File: config.mk
export PLATFORM = sky130hd
export DESIGN_NAME = rr_arbiter_8
export DESIGN_NICKNAME = d
export VERILOG_FILES = /design/src/rtl/arb_pkg.sv /design/src/rtl/rr_prio_enc.sv /design/src/rtl/rr_arbiter_8.sv
export SDC_FILE = /design/constraint.sdc
export NUM_CORES = 1
export LEC_CHECK = 0
export ABC_AREA = 1
export ABC_CLOCK_PERIOD_IN_PS = 9500
export CAP_MARGIN = 20
export CORE_ASPECT_RATIO = 1.25
export CORE_MARGIN = 2
export CORE_UTILIZATION = 44
export CTS_BUF_LIST = sky130_fd_sc_hd__clkbuf_16
export DETAILED_ROUTE_END_ITERATION = 8
export PLACE_DENSITY_LB_ADDON = 0.15
export SLEW_MARGIN = 40
export SYNTH_ARGS = -nofsm -noshare
export SYNTH_HDL_FRONTEND = slang
export SYNTH_SLANG_ARGS = --single-unit
File: constraint.sdc
create_clock -name clk -period 9.5 [get_ports clk]
set_input_delay 1.425 -clock clk [delete_from_list [all_inputs] [get_ports clk]]
set_output_delay 1.425 -clock clk [all_outputs]
set_load 0.005 [all_outputs]
File: src/rtl/arb_pkg.sv
// Shared constants and types for the eight-way round-robin arbiter.
// Latency: none; this file declares parameters and types only.
// Backpressure: none; this file declares parameters and types only.
package arb_pkg;

  localparam int NREQ             = 8;
  localparam int IDXW             = 3;
  localparam int DEFAULT_MAX_HOLD = 16;

  typedef enum logic {
    IDLE  = 1'b0,
    GRANT = 1'b1
  } state_t;

endpackage

File: src/rtl/rr_prio_enc.sv
// Rotating priority encoder: the first set req bit at or above ptr wins, wrapping 7->0.
// Latency: purely combinational.
// Backpressure: none; found=0 when no request is set.
module rr_prio_enc
  import arb_pkg::*;
(
  input  logic [NREQ-1:0] req,
  input  logic [IDXW-1:0] ptr,
  output logic [IDXW-1:0] idx,
  output logic            found
);

  logic [NREQ-1:0] rot;
  logic [IDXW-1:0] off;

  // Rotate right by ptr so the highest-priority requester lands at bit 0.
  always_comb begin
    rot = '0;
    for (int i = 0; i < NREQ; i++) begin
      rot[i] = req[IDXW'(i + int'(ptr))];
    end
  end

  // Fixed lowest-index-first encoder on the rotated vector.
  always_comb begin
    off   = '0;
    found = 1'b0;
    for (int i = NREQ - 1; i >= 0; i--) begin
      if (rot[i]) begin
        off   = IDXW'(i);
        found = 1'b1;
      end
    end
  end

  // Undo the rotation; the IDXW-bit add wraps mod NREQ.
  assign idx = off + ptr;

endmodule

File: src/rtl/rr_arbiter_8.sv
// Round-robin arbiter for eight requesters; grant held until done (or, with ARB_TIMEOUT_EN, a hold timeout).
// Latency: req sampled at edge t gives a registered grant visible after edge t; done re-arbitrates with no bubble.
// Backpressure: non-owners simply keep req high and wait; the owner cannot be preempted except by the optional timeout.
module rr_arbiter_8
  import arb_pkg::*;
#(
  parameter int MAX_HOLD = DEFAULT_MAX_HOLD
) (
  input  logic            clk,
  input  logic            rst_n,
  input  logic [NREQ-1:0] req,
  input  logic            done,
  output logic [NREQ-1:0] gnt,
  output logic [IDXW-1:0] gnt_idx,
  output logic            gnt_vld,
  output logic            timeout
);

  if (MAX_HOLD < 1) begin : g_bad_max_hold
    $error("rr_arbiter_8: MAX_HOLD must be at least 1");
  end

  state_t          state, state_n;
  logic [IDXW-1:0] ptr, ptr_n;
  logic [NREQ-1:0] gnt_n;
  logic [IDXW-1:0] idx_n;
  logic            vld_n;
  logic            to_n;
  logic [IDXW-1:0] win_idx;
  logic            win_found;
  logic            arb;
  logic            expire;

  rr_prio_enc u_enc (
    .req   (req),
    .ptr   (ptr),
    .idx   (win_idx),
    .found (win_found)
  );

  // Arbitrate when idle or when the current owner releases (done or forced).
  assign arb = (state == IDLE) || done || expire;

`ifdef ARB_TIMEOUT_EN
  localparam int CW = $clog2(MAX_HOLD + 1);
  logic [CW-1:0] hold_cnt;

  // Forced release once the grant has been held MAX_HOLD cycles without done.
  assign expire = (state == GRANT) && !done && (hold_cnt == CW'(MAX_HOLD - 1));

  // Hold counter: cleared on any new grant and while idle, counts held cycles otherwise.
  always_ff @(posedge clk or negedge rst_n) begin
    if (!rst_n) begin
      hold_cnt <= '0;
    end else if ((arb && win_found) || (state_n == IDLE)) begin
      hold_cnt <= '0;
    end else if (!done) begin
      hold_cnt <= hold_cnt + CW'(1);
    end
  end
`else
  assign expire = 1'b0;
`endif

  // Next-state and next-output computation; grant registers hold unless arbitrating.
  always_comb begin
    state_n = state;
    ptr_n   = ptr;
    gnt_n   = gnt;
    idx_n   = gnt_idx;
    vld_n   = gnt_vld;
    to_n    = 1'b0;
    if (arb) begin
      to_n = expire;
      if (win_found) begin
        state_n = GRANT;
        gnt_n   = NREQ'(1) << win_idx;
        idx_n   = win_idx;
        vld_n   = 1'b1;
        ptr_n   = win_idx + IDXW'(1);
      end else begin
        state_n = IDLE;
        gnt_n   = '0;
        idx_n   = '0;
        vld_n   = 1'b0;
      end
    end
  end

  // State, pointer and output registers.
  always_ff @(posedge clk or negedge rst_n) begin
    if (!rst_n) begin
      state   <= IDLE;
      ptr     <= '0;
      gnt     <= '0;
      gnt_idx <= '0;
      gnt_vld <= 1'b0;
      timeout <= 1'b0;
    end else begin
      state   <= state_n;
      ptr     <= ptr_n;
      gnt     <= gnt_n;
      gnt_idx <= idx_n;
      gnt_vld <= vld_n;
      timeout <= to_n;
    end
  end

endmodule
# After elaboration in Yosys (flattened, before gate mapping)

Cells that the tools add are included.
Widths: inputs -> output; s select.

Register bits after elaboration: 15
Logic and storage cells: 68
Bits of input ports: 11

Bitwise operators: 1
Order comparisons: 8
Add/subtract/negate cells: 9
Shift-type cells: 1
Reduce and logical (&&, ||, !) cells: 2
Multiplexer cells: 43

Operator list:

| kind                | number |
|---|---|
| $lt 3x5->1 const B  | 8 |
| $mux 3              | 9 |
| $mux 1              | 25 |
| $bmux 1 s3          | 8 |
| $add 3x3->3 const A | 4 |
| $mux 8              | 1 |
| $shl 1x3->8 const A | 1 |
| $add 2x3->3 const A | 2 |
| $add 1x3->3 const A | 1 |
| $add 3x1->3 const B | 1 |
| $add 3x3->3         | 1 |
| $reduce_and 2->1    | 1 |
| $logic_or 1x1->1    | 1 |
| $not 1->1           | 1 |

# Longest topological paths before layout

Gate-level depths: netlist (run 1).

Depth in word-level cells: 15
Depth in mapped cells: 22
Depth with buffers taken out: 21

# Cells and area by module

From an unflattened synthesis (run 1), not the netlist that was laid out.

Cells, all modules: 191
Area, all modules: 1295.0 µm²

Modules (own cells, without submodules):

| module       | cells each | area each (µm²) | times used |
|---|---|---|---|
| rr_arbiter_8 | 85         | 743.2           | 1 |
| rr_prio_enc  | 106        | 551.8           | 1 |

# Worst setup path before layout (run 1)

No wires, ideal clock.

Path kind: input to register
Start: input req[3]
End: register ptr[2]
Setup time: 0.118 ns
Stages on the path: 20
Arrival time: 3.579 ns
Path buffers: 0
Setup slack: 5.802 ns
Data required time: 9.382 ns
Cell sequence: nand2_1 nand3_1 nand2_1 nand2_1 nand2_1 a21oi_1 o21ai_0 nand2_1 a21oi_1 ha_1 inv_1 fa_1 xor2_1 inv_1 nand3_1 nand2_2 inv_1 ha_1 nand2_1 o21ai_2

Cells in the longest elaborated chain, start to end: 13
Elaborated cells between the ends (all ways): 43
Classes of those cells: add/sub (2); mux (40); reduce/logical (1)

RTL lines:

| element                                   | RTL line            | RTL |
|---|---|---|
| from (decl)                               | rr_arbiter_8.sv:11  | `input logic [NREQ-1:0] req,` |
| $bmux 1 s3                                | rr_prio_enc.sv:20   | `rot[i] = req[IDXW'(i + int'(ptr))];` |
| $mux 1 (implied by the code) (2 in a row) | rr_prio_enc.sv:20   |  |
| $mux 3 (8 in a row)                       | rr_prio_enc.sv:29   | `if (rot[i]) begin` |
| $add 3x3->3                               | rr_prio_enc.sv:37   | `assign idx = off + ptr;` |
| $add 3x1->3                               | rr_arbiter_8.sv:80  | `ptr_n = win_idx + IDXW'(1);` |
| to (signal assigned)                      | rr_arbiter_8.sv:101 | `ptr <= ptr_n;` |
| to (decl)                                 | rr_arbiter_8.sv:24  | `logic [IDXW-1:0] ptr, ptr_n;` |

Parallel ways exist; a longest one is shown, timed or not. The select of a mux whose other input is x is not followed.
A chain may end at the register's enable or synchronous reset.

# Worst setup path after layout (run 1)

Start: input req[6]
End: register ptr[2]

Same word-level chain as after synthesis.

==> impl_metrics.csv, run 1 <==
group,metric,value,unit
grt,grt_max_degree,16,
sta,skew,0.001450,ns
clock_tree,root_buffer,"clkbuf_16",
sta,timing.hold.ws,0.4794,ns
die,start_util,45.19,%
synth,ys.warnings.count,0,
outcome,status,"finished, final reports clean",
place,port_buffers,22,
place,placed_area,1503,µm²
sta,worst_slew_pin_slew,0.6463,ns
layout,mostFrequentLayoutCells,"nand2_1, nand3_1, clkdlybuf4s50_1, dfrtp_1, inv_1",
synth,synthAdderAreaFrac,5.416,%
clock_tree,cts_resized,0,
detailed_routing,vias_per_cell,5.263,
worst_setup_path,crit_slowest_cell,"clkdlybuf4s50_1",
sta,final-max-slew-violation-count,0,
sta,finalSetupViolCount,0,
flow_run,drv_cap,0,
layout,nFillCells,280,
layout,final_nets,221,
sta,fmax,231.5,MHz
worst_setup_path,arrival,4.45,ns
layout,fin_util,55.33,%
sta,final.period_utilization,45.47,%
layout,multi_input_area,810.8,µm²
detailed_routing,drt-initial-drc-count,40,
synth,synth_top_family_by_area,"simple AND/OR/NAND/NOR gates",
synth,syn_nets,200,
layout,seqCellArea,375.4,µm²
synth,synth.distinct_cells,27,
layout,diodes,0,
die,num_rows,22,
synth,synth_seq_area_share,29.01,%
synth,yosys-mux-area-fraction,0,%
synth,syn_inst,184,
clock_tree,cts_tree,"done",
clock_tree,insertion_delay,0.24,ns
detailed_routing,remaining_drc_errors,0,
sta,tns,0,ns
detailed_routing,ant_nets,0,
worst_setup_path,cpLargestDelayFamily,"simple AND/OR/NAND/NOR gates",
synth,async_flop_share,100.0,%
die,die-area,3393,µm²
worst_setup_path,path_cells,"clkdlybuf4s50_1 > nand2_1 > nand3_1 > nand3_1 > nand2_2 > a21oi_1 > o21ai_0 > nand2_1 > a21oi_1 > ha_1 > inv_1 > fa_1 > xor2_1 > inv_1 > nand3_1 > nand2_2 > inv_1 > ha_1 > nand2_1 > o21ai_2",
grt,grt_usage,20.57,%
die,die_w,52.50,µm
clock_tree,htree_levels,1,
die,core,2863,µm²
clock_tree,cts_hold_buffers,0,
worst_setup_path,critPathBufInv,4,
place,hpwl,2401,µm
synth,synth_edf_count,0,
sta,relSlewSlack,56.78,%
detailed_routing,firstDrtPassIters,4,
layout,final_layout_size_suffix_gt1_share,12.75,%
worst_setup_path,path_class,"input port to flop",
grt,grt_pass1_wl,5264,µm
layout,synthToLayoutAreaGrowth,22.44,%
worst_setup_path,worst-path-stages,20,
synth,syn-mean-instance-area,7.031,µm²
place,place.gp.congestion,0.9031,
synth,synthesis.area,1294,µm²
worst_setup_path,cp-start-kind,"input port",
die,ios,24,
sta,hold_viol_final,0,
clock_tree,cts_made_buffers,3,
worst_setup_path,r2r_cells,21,
clock_tree,clockBufferDepth,2,
detailed_routing,wl_per_cell,12.91,µm
worst_hold_path,hold_depth,2,
die,die_h,64.63,µm
synth,synth-compound-area-share,5.416,%
grt,overflow,0,
synth,ys_ff_latch,15,
clock_tree,cts.sinks,15,
worst_setup_path,critPathMaxStageDelay,0.50,ns
synth,synth-xor-area-share,7.060,%
clock_tree,postCtsSetupRepairBufs,0,
synth,synth_flop_cell,"dfrtp_1",
detailed_routing,finalWirelength,3099,µm
layout,final_area,1584,µm²
grt,antenna_found_initial,0,
worst_setup_path,endpoint_kind,"flop",
synth,synthSimpleGateAreaFrac,44.29,%
grt,grt_pass1_vias,1279,
sta,rsz0062_at_grt,"no",
clock_tree,path_clk_slew,0.05,ns
layout,final_common_cell,"nand2_1",
sta,min_period,4.320,ns
worst_setup_path,critPathRequiredTime,9.63,ns
worst_setup_path,crit_fanout,6,
worst_hold_path,hp-class,"flop to flop",
detailed_routing,vias,1263,
[tightest hold or removal path, delay by kind of cell, from the launching register on]
kind,cells,cell delay (ns)
simple gates,2,0.11
flops,1,0.34
[area by class of cell]
type	count	area share [%]
Timing Repair Buffer	22	13.90
Clock inverter	1	0.2370
Sequential cell	15	23.70
Inverter	13	3.397
Tap cell	36	2.844
Clock buffer	3	4.739
Multi-Input combinational cell	150	51.18
[Yosys cell counts (2+ instances only)]
cell type / instances / share of area [%]
nand2_1: 67 / 19
nand3_1: 35 / 14
dfrtp_1: 15 / 29
inv_1: 11 / 3.2
nand2_2: 7 / 3.4
nor2_1: 6 / 1.7
o21ai_0: 6 / 2.3
buf_6: 4 / 3.5
ha_1: 4 / 3.9
nand4_1: 3 / 1.5
nor2_2: 3 / 1.5
xor2_2: 3 / 3.8
a21oi_1: 2 / 0.77
nand3_2: 2 / 1.5
nor2_4: 2 / 1.7
o21ai_2: 2 / 1.4
xnor2_1: 2 / 1.4
[state kept, by name, summed over array words and instances (netlist names)]
signal   flops
gnt          8
gnt_idx      3
ptr          3
state        1
[through the flow]
| stage | setup slack (ns) | cells |
|---|---|---|
| 2_1_floorplan | 5.802 | 184 |
| 3_3_place_gp | 5.067 | 236 |
| 3_5_place_dp | 4.953 | 236 |
| 4_1_cts | 5.203 | 240 |
| 5_1_grt | 4.957 | 240 |
| 6_report | 5.180 | 240 |
[cell families (layout without fill, tap and decap cells)]
family | after synthesis | count (layout)
AND/OR/NAND/NOR | 125 | 125
buffers and inverters | 19 | 39
flip-flops | 15 | 15
AO/OA/AOI/OAI | 12 | 12
XOR/XNOR | 7 | 7
adder cells (fa/ha/maj) | 5 | 5
other | 1 | 1
[path summary, 6_finish.rpt]
check / from / to / slack [ns]
min in group asynchronous: rst_n / state / 1.58
worst max-delay path: req[6] / ptr[2] / 5.18
max in group asynchronous: rst_n / gnt[7] / 7.50
worst max register to register: ptr[1] / ptr[2] / 5.72
worst min register to register: gnt[3] / gnt[3] / 0.48
worst min-delay path: gnt[3] / gnt[3] / 0.48
[per-layer routing]
metal,part of all wire (%),GRT usage [%],vias up
met2,50,35.94,47
met5,0,0,-
li1,-,-,630
met4,5.3,14.42,0
met1,42,23.09,572
met3,3.1,0.9217,14
Power of run 1 is left out: the tool's default activity adds up to more than one toggle a clock period on the data nets, which glitch-free logic cannot reach.
==> run 2: changes to the inputs <==
--- a/config.mk
+++ b/config.mk
@@ -6,7 +6,7 @@
 export NUM_CORES = 1
 export LEC_CHECK = 0
 export ABC_AREA = 1
-export ABC_CLOCK_PERIOD_IN_PS = 9500
+export ABC_CLOCK_PERIOD_IN_PS = 4500
 export CAP_MARGIN = 20
 export CORE_ASPECT_RATIO = 1.25
 export CORE_MARGIN = 2
==> constraint.sdc (replaced) <==
create_clock -name clk -period 4.5 [get_ports clk]
set_input_delay 0.675 -clock clk [delete_from_list [all_inputs] [get_ports clk]]
set_output_delay 0.675 -clock clk [all_outputs]
set_load 0.005 [all_outputs]
==> run 2 against run 1 <==
Sequential cell count stayed put. Clock-buffer cell count did not move. Utilization did not move.
==> impl_metrics.csv, run 2 (same netlist as run 1, synthesis figures left out) <==
group,metric,value,unit
outcome,status,"finished, final reports clean",
worst_setup_path,cp-start-kind,"flop",
clock_tree,cts_tree,"done",
worst_setup_path,critPathMaxStageDelay,0.56,ns
die,ios,24,
layout,mostFrequentLayoutCells,"nand2_1, nand3_1, clkdlybuf4s50_1, dfrtp_1, inv_1",
grt,grt_usage,20.25,%
clock_tree,postCtsSetupRepairBufs,0,
detailed_routing,finalWirelength,3082,µm
worst_setup_path,endpoint_kind,"flop",
detailed_routing,firstDrtPassIters,4,
die,die-area,3393,µm²
place,hpwl,2433,µm
clock_tree,cts_hold_buffers,0,
sta,hold_viol_final,0,
detailed_routing,remaining_drc_errors,0,
clock_tree,clockBufferDepth,2,
worst_setup_path,crit_slowest_cell,"dfrtp_1",
clock_tree,insertion_delay,0.24,ns
grt,grt_pass1_wl,5271,µm
layout,synthToLayoutAreaGrowth,22.44,%
layout,largest_reg_flops,8,
sta,finalSetupViolCount,0,
sta,rsz0062_at_grt,"no",
sta,final.period_utilization,83.35,%
clock_tree,root_buffer,"clkbuf_16",
layout,final_nets,221,
worst_setup_path,r2r-start,"ptr[1]",
sta,relSlewSlack,55.62,%
sta,min_period,3.751,ns
worst_setup_path,path_class,"flop to flop",
die,start_util,45.19,%
worst_setup_path,critPathRequiredTime,4.63,ns
sta,worst_slew_pin_slew,0.6636,ns
clock_tree,cts_resized,0,
detailed_routing,drt-initial-drc-count,39,
clock_tree,htree_levels,1,
flow_run,drv_cap,0,
clock_tree,cts_made_buffers,3,
worst_setup_path,arrival,3.88,ns
place,place.gp.congestion,0.9031,
worst_setup_path,critPathLaunch,"ptr[1]",
clock_tree,path_clk_slew,0.05,ns
die,die_w,52.50,µm
layout,top_register,"gnt",
grt,antenna_found_initial,0,
grt,grt_pass1_vias,1254,
sta,fmax,266.6,MHz
detailed_routing,ant_nets,0,
clock_tree,cts.sinks,15,
die,num_rows,22,
die,die_h,64.63,µm
worst_hold_path,hold_start,"gnt[1]",
layout,final_layout_size_suffix_gt1_share,12.75,%
worst_setup_path,crit_top_cell,"inv_1",
grt,overflow,0,
detailed_routing,wl_per_cell,12.84,µm
worst_hold_path,hp-class,"flop to flop",
sta,final-max-slew-violation-count,0,
place,port_buffers,22,
die,core,2863,µm²
detailed_routing,vias,1247,
grt,grt_max_degree,16,
worst_setup_path,critPathBufInv,5,
worst_setup_path,crit_fanout,8,
worst_setup_path,path_cells,"inv_2 > ha_1 > inv_1 > nand3_1 > nand3_1 > nand2_2 > a21oi_1 > o21ai_0 > nand2_1 > a21oi_1 > ha_1 > inv_1 > fa_1 > xor2_1 > inv_1 > nand3_1 > nand2_2 > inv_1 > ha_1 > nand2_1 > o21ai_2",
layout,diodes,0,
detailed_routing,vias_per_cell,5.196,
layout,top_regs,"gnt (8), gnt_idx (3), ptr (3)",
sta,tns,0,ns
sta,skew,0.002605,ns
layout,stdcell_count,240,
worst_setup_path,cpLargestDelayFamily,"adder cells",
place,placedCellCount,236,
sta,timing.hold.ws,0.4790,ns
layout,final_common_cell,"nand2_1",
run 2: worst min-delay path, stage by stage, from the launching register on:
cell     delay [ns]
dfrtp_1        0.34
nand2_1        0.05
nand2_1        0.05
run 2: routing by layer:
metal	GRT usage, %	vias up	routed length (µm)
li1	-	630	-
met1	23.56	575	1258
met2	36.72	36	1659
met3	2.765	6	95
met4	7.051	0	69
met5	0	-	0
run 2: final timing paths:
| kind | to | slack (ns) | cells after the start |
|---|---|---|---|
| max | ptr[2] | 0.75 | 21 |
| min | gnt[1] | 0.48 | 2 |
| max reg2reg | ptr[2] | 0.75 | 21 |
| min reg2reg | gnt[1] | 0.48 | 2 |
| max in group asynchronous | gnt[5] | 3.23 | 1 |
| min in group asynchronous | gnt[0] | 0.84 | 1 |
run 2: through the flow:
stage | setup slack, ns | utilization (%) | instance area (µm²)
finish | 0.7492 | 55.33 | 1584
global route | 0.3251 | 55.33 | 1584
global placement | 0.8180 | 52.49 | 1503
CTS | 0.7572 | 55.24 | 1582
floorplan | 1.309 | - | 1294
detailed placement | 0.7096 | 52.49 | 1503
run 2: layout make-up:
cell class	instances	area, µm²
well taps	36	45.04
fillers	282	1279
inverters	13	53.80
multi-input cells	150	810.8
clock buffers	3	75.07
flip-flops and latches	15	375.4
clock inverters	1	3.754
repair buffers	22	220.2
Power of run 2 is left out for the same reason.
==> run 3: changes to the inputs <==
--- a/config.mk
+++ b/config.mk
@@ -6,7 +6,7 @@
 export NUM_CORES = 1
 export LEC_CHECK = 0
 export ABC_AREA = 1
-export ABC_CLOCK_PERIOD_IN_PS = 4500
+export ABC_CLOCK_PERIOD_IN_PS = 3200
 export CAP_MARGIN = 20
 export CORE_ASPECT_RATIO = 1.25
 export CORE_MARGIN = 2
==> constraint.sdc (replaced) <==
create_clock -name clk -period 3.2 [get_ports clk]
set_input_delay 0.48 -clock clk [delete_from_list [all_inputs] [get_ports clk]]
set_output_delay 0.48 -clock clk [all_outputs]
set_load 0.005 [all_outputs]
==> run 3 against run 2 <==
Non-clock buffer count is 23 higher. Critical path depth decreased by 2. Sequential cell count is the same. Utilization rose by 10 points. Design area up 19%. Routed wire length is 9.1% higher. Hold slack improved by 0.0032 ns. Largest cell class unchanged.
==> impl_metrics.csv, run 3 (same netlist as run 1, synthesis figures left out) <==
group,metric,value,unit
flow_run,drv_cap,0,
sta,finalSetupViolCount,0,
layout,nFillCells,240,
layout,largest_reg_flops,8,
clock_tree,cts_made_buffers,3,
clock_tree,cts.sinks,15,
place,dpl_worst_slack,-0.2389,ns
die,ios,24,
layout,top_register,"gnt",
layout,final_area,1881,µm²
detailed_routing,remaining_drc_errors,0,
worst_setup_path,crit_fanout,3,
grt,grt_pass1_wl,5444,µm
worst_setup_path,path_class,"flop to flop",
sta,hold_viol_final,0,
detailed_routing,wl_per_cell,12.79,µm
sta,worst_slack,0.1387,ns
sta,relSlewSlack,55.43,%
detailed_routing,ant_nets,0,
grt,grt_usage,21.09,%
sta,skew,0.001617,ns
detailed_routing,vias_per_cell,5.076,
worst_setup_path,cp-start-kind,"flop",
clock_tree,insertion_delay,0.24,ns
place,hpwl,2591,µm
layout,final_layout_size_suffix_gt1_share,32.16,%
grt,overflow,0,
sta,min_period,3.061,ns
layout,top_regs,"gnt (8), gnt_idx (3), ptr (3)",
worst_setup_path,endpoint_kind,"flop",
layout,final_nets,244,
die,core,2863,µm²
detailed_routing,drt-initial-drc-count,21,
die,start_util,45.19,%
worst_setup_path,arrival,3.18,ns
die,die-area,3393,µm²
clock_tree,htree_levels,1,
detailed_routing,vias,1335,
outcome,status,"finished, final reports clean",
grt,grt_pass1_vias,1321,
layout,synthToLayoutAreaGrowth,45.36,%
sta,fmax,326.7,MHz
die,num_rows,22,
worst_setup_path,reg2reg_slack,0.14,ns
die,die_h,64.63,µm
clock_tree,clockBufferDepth,2,
layout,fin_util,65.69,%
die,die_w,52.50,µm
worst_setup_path,critPathRequiredTime,3.32,ns
grt,grt_max_degree,16,
clock_tree,cts_tree,"done",
detailed_routing,finalWirelength,3363,µm
place,place.gp.congestion,0.8783,
grt,antenna_found_initial,0,
layout,mostFrequentLayoutCells,"nand2_1, nand3_1, buf_4, clkdlybuf4s50_1, nand2_2",
sta,worst_slew_pin_slew,0.6665,ns
worst_hold_path,hp-class,"flop to flop",
sta,final-max-slew-violation-count,0,
layout,final_common_cell,"nand2_1",
sta,final.period_utilization,95.66,%
place,port_buffers,22,
layout,diodes,0,
detailed_routing,firstDrtPassIters,4,
clock_tree,root_buffer,"clkbuf_16",
clock_tree,path_clk_slew,0.04,ns
place,placed_area,1668,µm²
## run 3: per-stage QoR
step	std cells	TNS [ns]	hold WS, ns
finish	263	0	0.4822
global route	263	-0.01675	0.5079
CTS	262	0	0.4852
detailed placement	258	-0.3915	0.4639
global placement	258	-0.1705	0.4656
floorplan	184	0	0.1844
## run 3: routing by layer
metal,vias up,share of wire [%],track usage (%)
met3,5,3.6,2.995
li1,677,-,-
met5,-,0,0
met4,0,1.0,5.769
met2,30,55,39.69
met1,623,40,23.85
## run 3: area by class of cell
| cell class | instances | area, µm² | share of cell area (%) |
|---|---|---|---|
| clock buffers | 3 | 75.07 | 3.992 |
| clock inverters | 1 | 3.754 | 0.1996 |
| inverters | 13 | 56.30 | 2.994 |
| multi-input cells | 150 | 917.1 | 48.77 |
| flip-flops and latches | 15 | 377.9 | 20.09 |
| well taps | 36 | 45.04 | 2.395 |
| repair buffers | 45 | 405.4 | 21.56 |
## run 3: timing repair
item | 4_1_cts | 5_1_grt
endpoints found under the setup margin | 2 | 6
hold buffers | 0 | 0
pin swaps | 0 | 6
gates resized for setup | 2 | 31
buffers inserted | 0 | 1
## run 3: critical path: stages (launching register included)
cell and delay (ns):
dfrtp_2 0.43, ha_1 0.28, xnor2_2 0.22, nand3_2 0.10, nand2_2 0.09, a21oi_1 0.04, o21ai_1 0.12, nand2_1 0.08
a21oi_2 0.11, ha_1 0.15, inv_1 0.05, fa_1 0.36, xor2_1 0.16, inv_1 0.08, nand3_2 0.10, nand2_2 0.09
inv_1 0.04, ha_1 0.28, nand2_1 0.09, o21ai_2 0.06
## run 3: final timing paths
path                         from     end  cells past startpoint
min reg2reg                gnt[2]  gnt[2]                      2
min in group asynchronous   rst_n   state                      1
min                        gnt[2]  gnt[2]                      2
max                        ptr[0]  ptr[2]                     19
max reg2reg                ptr[0]  ptr[2]                     19
max in group asynchronous   rst_n  ptr[2]                      1
Power of run 3 is left out for the same reason.
